<file path="src/rtl/dfdd_result_streamer.sv">
// dfdd_result_streamer: buffers the valid-only DfDD divider pixel stream and re-emits it as ready/valid
// with sof/eol markers, overflow detection and frame resync. Optional macro: DFDD_CONF_MASK_EN.
module dfdd_result_streamer #(
    parameter int EXP_WIDTH    = 0,
    parameter int FRAC_WIDTH   = 0,
    parameter int IMAGE_WIDTH  = 640,
    parameter int IMAGE_HEIGHT = 480,
    parameter int FIFO_DEPTH   = 16,
    localparam int FP_WIDTH_REG = 1 + EXP_WIDTH + FRAC_WIDTH
) (
    input  logic                      clk_i,
    input  logic                      rst_i,
    input  logic [FP_WIDTH_REG-1:0]   z_i,
    input  logic [FP_WIDTH_REG-1:0]   c_i,
    input  logic [15:0]               col_i,
    input  logic [15:0]               row_i,
    input  logic                      valid_i,
    input  logic [FP_WIDTH_REG-1:0]   c_thresh_i,
    output logic [2*FP_WIDTH_REG-1:0] data_o,
    output logic                      sof_o,
    output logic                      eol_o,
    output logic                      valid_o,
    input  logic                      ready_i,
    output logic                      overflow_o,
    output logic                      frame_done_o
);
    localparam int AW = $clog2(FIFO_DEPTH);
    localparam int EW = 2*FP_WIDTH_REG + 3;
    localparam logic [AW:0] DEPTH_L  = (AW+1)'(FIFO_DEPTH);
    localparam logic [15:0] LAST_COL = 16'(IMAGE_WIDTH - 1);
    localparam logic [15:0] LAST_ROW = 16'(IMAGE_HEIGHT - 1);

    typedef enum logic [1:0] {WAIT_SOF, STREAM, DROP} state_t;
    state_t r_state, w_state_nxt;

    // entry layout: {c, z, sof, eol, last-of-frame}
    logic [EW-1:0]             r_mem [FIFO_DEPTH];
    logic [AW-1:0]             r_wr_ptr, r_rd_ptr;
    logic [AW:0]               r_count;

    logic [2*FP_WIDTH_REG-1:0] r_data;
    logic                      r_sof, r_eol, r_last, r_valid, r_ovf, r_fd;

    logic                      w_is_sof, w_is_eol, w_is_last;
    logic                      w_fifo_pop, w_room, w_push, w_drop;
    logic [FP_WIDTH_REG-1:0]   w_z_store;
    logic [EW-1:0]             w_entry;
    logic                      w_unused;

`ifdef DFDD_CONF_MASK_EN
    // c is never negative, so the magnitude bits order like an unsigned integer
    assign w_z_store = (c_i[FP_WIDTH_REG-2:0] < c_thresh_i[FP_WIDTH_REG-2:0]) ? '0 : z_i;
    assign w_unused  = c_thresh_i[FP_WIDTH_REG-1];
`else
    assign w_z_store = z_i;
    assign w_unused  = ^c_thresh_i;
`endif

    assign w_is_sof  = (row_i == 16'd0) && (col_i == 16'd0);
    assign w_is_eol  = (col_i == LAST_COL);
    assign w_is_last = w_is_eol && (row_i == LAST_ROW);
    assign w_entry   = {c_i, w_z_store, w_is_sof, w_is_eol, w_is_last};

    // the output register refills from the FIFO head whenever it is empty or being consumed
    assign w_fifo_pop = (r_count != '0) && (!r_valid || ready_i);
    assign w_room     = (r_count != DEPTH_L) || w_fifo_pop;

    always_ff @(posedge clk_i) begin
        if (rst_i) r_state <= WAIT_SOF;
        else       r_state <= w_state_nxt;
    end

    always_comb begin
        w_state_nxt = r_state;
        w_push      = 1'b0;
        w_drop      = 1'b0;
        if (valid_i) begin
            case (r_state)
                WAIT_SOF, DROP: begin
                    if (w_is_sof) begin
                        if (w_room) begin
                            w_push      = 1'b1;
                            w_state_nxt = w_is_last ? WAIT_SOF : STREAM;
                        end else begin
                            w_drop      = 1'b1;
                            w_state_nxt = DROP;
                        end
                    end
                end
                STREAM: begin
                    if (w_room) begin
                        w_push = 1'b1;
                        if (w_is_last) w_state_nxt = WAIT_SOF;
                    end else begin
                        w_drop      = 1'b1;
                        w_state_nxt = DROP;
                    end
                end
                default: w_state_nxt = WAIT_SOF;
            endcase
        end
    end

    always_ff @(posedge clk_i) begin
        if (rst_i) begin
            r_wr_ptr <= '0;
            r_rd_ptr <= '0;
            r_count  <= '0;
        end else begin
            if (w_push)     r_wr_ptr <= r_wr_ptr + 1'b1;
            if (w_fifo_pop) r_rd_ptr <= r_rd_ptr + 1'b1;
            case ({w_push, w_fifo_pop})
                2'b10:   r_count <= r_count + 1'b1;
                2'b01:   r_count <= r_count - 1'b1;
                default: r_count <= r_count;
            endcase
        end
    end

    always_ff @(posedge clk_i) begin
        if (w_push) r_mem[r_wr_ptr] <= w_entry;
    end

    always_ff @(posedge clk_i) begin
        if (rst_i) begin
            r_valid <= 1'b0;
            r_data  <= '0;
            r_sof   <= 1'b0;
            r_eol   <= 1'b0;
            r_last  <= 1'b0;
            r_ovf   <= 1'b0;
            r_fd    <= 1'b0;
        end else begin
            r_fd <= r_valid && ready_i && r_last;
            if (w_drop) r_ovf <= 1'b1;
            if (w_fifo_pop) begin
                {r_data, r_sof, r_eol, r_last} <= r_mem[r_rd_ptr];
                r_valid <= 1'b1;
            end else if (ready_i) begin
                r_valid <= 1'b0;
            end
        end
    end

    assign data_o       = r_data;
    assign sof_o        = r_sof;
    assign eol_o        = r_eol;
    assign valid_o      = r_valid;
    assign overflow_o   = r_ovf;
    assign frame_done_o = r_fd;
endmodule

</file>
<file path="config.mk">
export PLATFORM = sky130hd
export DESIGN_NAME = dfdd_result_streamer
export DESIGN_NICKNAME = d
export VERILOG_FILES = /design/src/rtl/dfdd_result_streamer.sv
export SDC_FILE = /design/constraint.sdc
export NUM_CORES = 1
export LEC_CHECK = 0
export ABC_CLOCK_PERIOD_IN_PS = 9900
export CORE_MARGIN = 2
export CORE_UTILIZATION = 51
export DETAILED_ROUTE_END_ITERATION = 10
export PLACE_DENSITY = 0.82
export SYNTH_ARGS = -nofsm -noshare
export SYNTH_HDL_FRONTEND = slang
export SYNTH_SLANG_ARGS = --single-unit
</file>
<file path="constraint.sdc">
create_clock -name clk_i -period 9.9 [get_ports clk_i]
set_input_delay 0.99 -clock clk_i [delete_from_list [all_inputs] [get_ports clk_i]]
set_output_delay 0.99 -clock clk_i [all_outputs]
set_load 0.01 [all_outputs]
</file>
[Yosys cells after proc, flatten, opt, wreduce, memory -nomap -nowiden]
Memory sizes are Yosys's and may differ from the RTL's. A register that Yosys moved wholly into a read port is not among the register bits.
Cells that the tools add are included.
Storage, ports and cells
  flip-flop bits (word level): 18
  bits in writable memories: 80
  input port bits: 39
  output and inout port bits: 7
  logic and storage cells: 56
  memories kept: 1
Operators by class
  add/sub/neg operators: 4
  eq/ne operators: 9
  multiplexer cells: 19
  reductions and logical operators: 16
Memories
  r_mem: words 16, width 5, read ports 1, clocked after Yosys merged registers in 1, write ports 1, line 37  | logic [EW-1:0] r_mem [FIFO_DEPTH];
Operator list (number)
  zero test 16 bit: 2
  equality test 16 x 10 -> 1 bit, second input constant: 1
  equality test 16 x 9 -> 1 bit, second input constant: 1
  2-to-1 mux 1 bit: 11
  one-hot mux 5 bit (2 select lines): 1
  adder 4 x 1 -> 4 bit, second input constant: 2
  2-to-1 mux 2 bit: 4
  adder 5 x 1 -> 5 bit, second input constant: 1
  logical AND 1 bit: 5
  != test 5 bit, second input constant: 1
  nonzero test 5 bit: 1
  subtractor 5 x 1 -> 5 bit, second input constant: 1
  equality test 2 x 1 -> 1 bit, second input constant: 2
  equality test 2 bit, second input constant: 2
  one-hot mux 1 bit (2 select lines): 2
  one-hot mux 2 bit (2 select lines): 1
  nonzero test 2 bit: 2
  != test 3 bit, second input constant: 1
  AND reduction 3 bit: 1
  zero test 2 bit: 1
  logical OR 1 bit: 2
  != test 2 bit, second input constant: 1
  OR reduction 2 bit: 1
  zero test 1 bit: 1

[Longest topological paths before layout]
Gate-level depths: netlist of run 1.
  word-level depth: 10
  depth in mapped cells: 16
  depth with buffers taken out: 13

[Worst setup path after synthesis of run 1]
Ideal clock, no wire load.
  kind: input to register
  from: in row_i[6]
  to: reg r_count[4]
  setup time: 0.121 ns
  data arrival time: 3.967 ns
  required time: 9.779 ns
  path slack: 5.812 ns
  cell stages on the path: 15
  buffers on the path: 2
  cells stage by stage: nor4_1 nand4_1 o41a_1 nor2_1 buf_2 inv_1 ha_1 clkbuf_1 xor2_1 ha_1 o21a_1 o21ai_0 nand2b_1 a211oi_1 mux2_2
Between the ends
  longest elaborated chain between the ends: 7
  elaborated cells between the ends (all ways): 9
  those cells by class: 2 x eq/ne; 4 x mux; 3 x reduce/logical
RTL lines
  from (decl): line 16  | input logic [15:0] row_i,
  zero test 16 bit *: line 59  | assign w_is_sof = (row_i == 16'd0) && (col_i == 16'd0);
  logical AND 1 bit *: line 59
  2-to-1 mux 1 bit *: line 80  | if (w_is_sof) begin
  one-hot mux 1 bit (2 select lines) *: line 78  | case (r_state)
  2-to-1 mux 1 bit *: line 77  | if (valid_i) begin
  equality test 2 x 1 -> 1 bit or equality test 2 bit (tied branches): line 112  | case ({w_push, w_fifo_pop})
  one-hot mux 5 bit (2 select lines) or nonzero test 2 bit (tied branches)
  to (signal assigned): line 113  | 2'b10: r_count <= r_count + 1'b1;
  to (signal assigned): line 114  | 2'b01: r_count <= r_count - 1'b1;
  to (signal assigned): line 115  | default: r_count <= r_count;
  to (decl): line 39  | logic [AW:0] r_count;
Mark *: on every way between the ends. The rest lies on a longest branch, timed or not.
A chain may end at the register's enable or synchronous reset.

[Final worst setup path of run 1]
  from: in row_i[0]
  to: reg r_count[4]
The elaborated chain is that of the path after synthesis.

==> run_results.csv, run 1 <==
group,metric,value,unit
clock_tree,clock-root-buffer,"clkbuf_8",
clock_tree,postCtsSetupBuffers,0,
route,drtIter0Drc,140,
timing,period_minus_slack,4.840,ns
clock_tree,hold_buffers,0,
synth,synth_area_leaders,"edfxtp_1, dfxtp_1, mux4_2",
critical_path,path_max_fanout,15,
synth,postSynth.asyncResetShare,0,%
global_routing,grt_first_pass_wirelength,13610,um
critical_path,required,10.16,ns
placement,dp_hpwl,5868,um
synth,yosysSeqAreaShare,65.33,%
synth,synthCells,292,
placement,place.gp.congestion,0.8219,
placement,io_buffers,44,
cells_and_area,nets,385,
die,dieHeight,96.69,um
synth,syn_nets,340,
timing,slew_violations,0,
synth,synth_edf_count,80,
clock_tree,numCtsBuffers,9,
synth,yosys_most_used_dff,"edfxtp_1",
cells_and_area,fill_cells,619,
critical_path,crit_path_end_kind,"flop",
global_routing,antenna_found_initial,0,
clock_tree,cts.reportedPaths.clkPinSlew,0.10,ns
min_path,min_path_type,"flop to flop",
route,ant_nets,0,
die,std_cell_rows,33,
die,die_w,96.69,um
global_routing,grt_pass1_vias,2769,
cells_and_area,layout_commonest_cell,"edfxtp_1",
cells_and_area,layout_common_cells,"edfxtp_1, clkdlybuf4s50_1, dfxtp_1, mux4_2, nor2_1",
route,via_per_inst,5.991,
synth,syn_area,4382,um^2
clock_tree,cts_max_level,3,
die,die_area,9349,um^2
route,m1WireLength,3301,um
placement,placed_cells,431,
cells_and_area,drive_gt1_share,13.16,%
clock_tree,cts_resized,0,
route,top_layer_used,"met4",
timing,rsz0062_at_grt,"false",
placement,placed_cell_area,4930,um^2
clock_tree,clk_path_buf_depth,2,
synth,ys_seq_elements,103,
timing,tns,0,ns
timing,hold_violations,0,
critical_path,critPathLaunchType,"input port",
global_routing,grt-ovfl-total,0,
cells_and_area,layout.cells.non_filler,447,
timing,fin_crit_sh,48.88,%
clock_tree,cts_tree,"built",
route,drc_errors,0,
timing,skew,0.01600,ns
clock_tree,clock_sinks,103,
synth,synth_warnings,0,
synth,netlist-cell-type-count,39,
route,met2_length,4281,um
synth,yosysTopAreaCellShare,54.83,%
pwr,vdd_drop_max,0.00007909,V
route,wl_per_cell,18.38,um
global_routing,track_usage,18.76,%
critical_path,cp.arrival,5.10,ns
clock_tree,insertion_delay,0.36,ns
cells_and_area,fin_area,5144,um^2
die,ioPinCount,46,
route,firstDrtPassIters,4,
die,start_util,53.06,%
synth,synth_top_area_cell,"edfxtp_1",
pwr,power_leakage,0.001646,uW
route,dr_wl_met3,440,um
status,status,"finished clean",
flow_run,drv_cap,0,
timing,slew_headroom,31.08,%
timing,setup_viol,0,
timing,worst_pin_slew,1.031,ns
critical_path,crit_type,"input port to flop",
timing,holdWs,0.4939,ns
global_routing,grt_max_degree,31,
timing,max_freq,206.6,MHz
die,core,8258,um^2
synth,avgSynthCellArea,15.01,um^2
cells_and_area,synthToLayoutAreaGrowth,17.39,%
route,vias,2678,
route,totalWireLength,8215,um
cells_and_area,antenna_cells,0,
pwr,powerDensity,204.9,nW/um^2
==> metrics by stage <==
step	utilization, %	power, uW	setup WS, ns
floorplan	-	712.6	5.812
global placement	59.70	778.7	4.884
detailed placement	59.70	791.2	4.687
CTS	62.29	1058	5.055
global route	62.29	1106	4.756
finish	62.29	1054	5.061
==> registers in the layout (all words and copies together), names as in the netlist <==
register	cells
r_rd_ptr	4
valid_o	1
r_count	5
sof_o	1
data_o	2
overflow_o	1
r_mem	80
eol_o	1
r_state	2
frame_done_o	1
r_wr_ptr	4
r_last	1
==> area by class of cell <==
type | instances | area (um^2) | area share, %
Clock buffer | 10 | 148.9 | 2.895
Tap cell | 105 | 131.4 | 2.554
Timing Repair Buffer | 47 | 462.9 | 9.000
Clock inverter | 6 | 65.06 | 1.265
Multi-Input combinational cell | 169 | 1446 | 28.12
Inverter | 7 | 26.28 | 0.5108
Sequential cell | 103 | 2863 | 55.66
==> routing by layer <==
metal / track usage [%] / up-vias
li1: - / 1238
met1: 22.76 / 1324
met2: 32.59 / 101
met3: 4.408 / 15
met4: 7.259 / 0
met5: 0 / -
==> where the power goes <==
part / internal (uW) / switching (uW) / total [uW]
clock: 133 / 138 / 271
combinational: 138 / 133 / 272
sequential: 481 / 30.5 / 511
==> critical path, cell delays in order <==
cell and delay, ns:
clkdlybuf4s50_1 0.43, nor4_1 0.30, nand4_1 0.17, o41a_1 0.50
nor2_1 0.63, inv_1 0.21, ha_1 0.36, xor2_1 0.18
ha_1 0.23, o21a_1 0.18, o21ai_0 0.17, nand2b_1 0.09
a211oi_1 0.29, mux2_2 0.37
==> cells in the mapped netlist (2+ instances only) <==
cell type,n
nand3b_1,2
edfxtp_1,80
dfxtp_1,23
a22oi_1,11
mux4_2,20
inv_1,7
buf_2,3
nand2_1,7
mux2i_1,3
nor2_1,17
mux2_2,3
nand3_1,3
o21ai_0,5
nor4_1,10
o31ai_1,3
ha_1,9
nand2b_1,7
or3_1,3
nor2b_1,6
a21oi_1,16
clkbuf_1,10
xor2_1,6
a21o_1,2
and3_1,12
and2_1,6
nand4_1,5
==> cells by family (layout without fill, tap and decap cells) <==
group	Yosys count	count (layout)	share of synthesized area, %
AO/OA/AOI/OAI	44	44	6.425
XOR/XNOR	7	7	1.399
flip-flops	103	103	65.33
AND/OR/NAND/NOR	83	83	10.74
buffers and inverters	20	70	1.799
multiplexers	26	26	11.74
adder cells (fa/ha/maj)	9	9	2.570
==> worst paths after layout <==
| kind | end | depth (start not counted) | slack, ns | start |
|---|---|---|---|---|
| worst max-delay path | r_count[4] | 14 | 5.06 | row_i[0] |
| worst min-delay path | overflow_o | 2 | 0.49 | overflow_o |
| worst max register to register | r_count[4] | 13 | 6.06 | r_count[1] |
| worst min register to register | overflow_o | 2 | 0.49 | overflow_o |
No activity file was read; power rests on OpenSTA's default activity.
==> run 2, diff against run 1 <==
--- a/config.mk
+++ b/config.mk
@@ -5,7 +5,7 @@
 export SDC_FILE = /design/constraint.sdc
 export NUM_CORES = 1
 export LEC_CHECK = 0
-export ABC_CLOCK_PERIOD_IN_PS = 9900
+export ABC_CLOCK_PERIOD_IN_PS = 4700
 export CORE_MARGIN = 2
 export CORE_UTILIZATION = 51
 export DETAILED_ROUTE_END_ITERATION = 10
==> constraint.sdc (replaced) <==
create_clock -name clk_i -period 4.7 [get_ports clk_i]
set_input_delay 0.47 -clock clk_i [delete_from_list [all_inputs] [get_ports clk_i]]
set_output_delay 0.47 -clock clk_i [all_outputs]
set_load 0.01 [all_outputs]
==> run 2 against run 1 <==
  * Worst setup slack got worse by 4.0 ns
  * Utilization about the same
  * Total power up 110%
  * Sequential share of layout area about the same
  * Via count shrank 2.9%
  * Clock skew shrank 0.0060 ns
  * Global-route usage shrank 0.51 points
  * Flip-flop and latch count unchanged
  * Wire length is 0.39% higher
  * Count of clock-buffer cells in the layout up 4
  * Hold slack barely moved
  * Non-clock buffer count grew 1
  * Critical path type unchanged
  * Largest cell class unchanged
==> run_results.csv, run 2 (synthesized netlist as in run 1, its figures left out) <==
group,metric,value,unit
clock_tree,postCtsSetupBuffers,0,
critical_path,critPathLaunchType,"input port",
global_routing,track_usage,18.25,%
clock_tree,cts_tree,"built",
placement,place.gp.congestion,0.7756,
die,core,8258,um^2
cells_and_area,drive_gt1_share,12.54,%
die,die_area,9349,um^2
timing,hold_violations,0,
min_path,min_path_type,"flop to flop",
pwr,p_clk_share,25.9,%
timing,worst_slack,1.053,ns
timing,tns,0,ns
timing,rsz0062_at_grt,"false",
cells_and_area,layout_commonest_cell,"edfxtp_1",
die,dieHeight,96.69,um
timing,slew_violations,0,
clock_tree,clock-root-buffer,"clkbuf_8",
placement,pre_cts_ws,0.6677,ns
pwr,p_comb_share,25.0,%
cells_and_area,layout_common_cells,"edfxtp_1, clkdlybuf4s50_1, dfxtp_1, mux4_2, nor2_1",
timing,slew_headroom,26.35,%
route,wl_per_cell,18.41,um
timing,setup_viol,0,
pwr,powerDensity,427.0,nW/um^2
cells_and_area,antenna_cells,0,
cells_and_area,synthToLayoutAreaGrowth,17.48,%
global_routing,grt_max_degree,31,
critical_path,required,4.95,ns
global_routing,grt_first_pass_wirelength,13160,um
route,vias,2599,
placement,placed_cells,432,
route,via_per_inst,5.801,
clock_tree,cts_resized,0,
cells_and_area,largest_register,"r_mem",
route,ant_nets,0,
cells_and_area,nets,386,
timing,skew,0.009970,ns
timing,period_minus_slack,3.647,ns
critical_path,slowest_delay,0.49,ns
pwr,internal-power,1586,uW
clock_tree,hold_buffers,0,
route,firstDrtPassIters,4,
timing,fin_crit_sh,77.60,%
cells_and_area,final_util,62.33,%
die,ioPinCount,46,
die,std_cell_rows,33,
pwr,switchingPower,611.8,uW
placement,io_buffers,44,
clock_tree,clk_path_buf_depth,2,
critical_path,crit_type,"input port to flop",
route,drtIter0Drc,139,
clock_tree,cts.reportedPaths.clkPinSlew,0.09,ns
pwr,power_leakage,0.001636,uW
die,die_w,96.69,um
critical_path,cp_slowest_cell,"o41a_1",
critical_path,crit_path_end_kind,"flop",
route,totalWireLength,8247,um
clock_tree,clock_sinks,103,
placement,dp_hpwl,5816,um
timing,max_freq,274.2,MHz
pwr,seqPwrFrac,49.0,%
die,start_util,53.06,%
pwr,vdd_drop_max,0.0001908,V
global_routing,antenna_found_initial,0,
global_routing,grt_pass1_vias,2671,
critical_path,crit_top_cell,"ha_1",
clock_tree,numCtsBuffers,9,
timing,worst_pin_slew,1.103,ns
critical_path,crit_chain,"clkdlybuf4s50_1 -> nor4_1 -> nand4_1 -> o41a_1 -> nor2_1 -> inv_1 -> ha_1 -> xor2_1 -> ha_1 -> o21a_1 -> o21ai_0 -> nand2b_1 -> a211oi_1 -> mux2_2",
cells_and_area,layout.cells.non_filler,448,
status,status,"finished clean",
cells_and_area,fill_cells,623,
clock_tree,insertion_delay,0.35,ns
critical_path,path_max_fanout,8,
cells_and_area,largest_register_ff_count,80,
pwr,p_sw_share,27.83,%
global_routing,grt-ovfl-total,0,
cells_and_area,top_regs,"r_mem: 80 flops, r_count: 5 flops",
flow_run,drv_cap,0,
clock_tree,cts_max_level,3,
route,drc_errors,0,
timing,holdWs,0.4943,ns
critical_path,cp.arrival,3.90,ns
==> run 2: changes by cell type in the layout (fill, tap and decap cells not counted) <==
cell,before,now
clkbuf_8,9,10
inv_6,1,0
clkinvlp_4,2,0
buf_4,3,4
clkinv_2,1,0
clkbuf_1,0,3
==> run 2: power groups by stage <==
stage | Clock, uW | Sequential [uW] | Combinational, uW
3_5_place_dp | 0 | 1100 | 551
3_3_place_gp | 0 | 1100 | 532
4_1_cts | 578 | 1080 | 556
2_1_floorplan | 0 | 1070 | 421
5_1_grt | 608 | 1090 | 613
6_report | 570 | 1080 | 551
==> run 2: area by class of cell <==
cell class | instances | area (um^2) | area share, %
Timing Repair Buffer | 48 | 470.5 | 9.140
Clock inverter | 2 | 36.28 | 0.7049
Clock buffer | 14 | 173.9 | 3.379
Multi-Input combinational cell | 169 | 1446 | 28.10
Tap cell | 105 | 131.4 | 2.552
Inverter | 7 | 26.28 | 0.5105
Sequential cell | 103 | 2863 | 55.62
==> run 2: path summary, 6_finish.rpt <==
check                             endpoint  depth (start not counted)  slack [ns]       start
worst min register to register       sof_o                          2        0.49       sof_o
worst max-delay path            r_count[4]                         14        1.05    row_i[6]
worst min-delay path                 sof_o                          2        0.49       sof_o
worst max register to register  r_count[4]                         11        1.10  r_count[1]
==> run 2: worst max-delay path, delay by kind of cell <==
| family | cells | cell delay [ns] |
|---|---|---|
| muxes | 1 | 0.36 |
| buffers and inverters | 2 | 0.52 |
| adders and majority gates | 2 | 0.53 |
| xor gates and xnor gates | 1 | 0.19 |
| and+or+nand+nor | 4 | 0.75 |
| AOI/OAI and AO/OA | 4 | 1.09 |
==> run 2: routing by layer <==
| metal | vias up | share of wire, % | global-route usage (%) |
|---|---|---|---|
| met5 | - | 0 | 0 |
| met3 | 9 | 4.4 | 3.757 |
| li1 | 1231 | - | - |
| met1 | 1283 | 43 | 22.47 |
| met4 | 0 | 1.3 | 5.742 |
| met2 | 76 | 51 | 32.37 |
==> run 2: metrics by stage <==
stage               total power (uW)  area (um^2)
floorplan                       1487         4382
global placement                1627         4937
detailed placement              1650         4937
CTS                             2211         5147
global route                    2307         5147
finish                          2198         5147
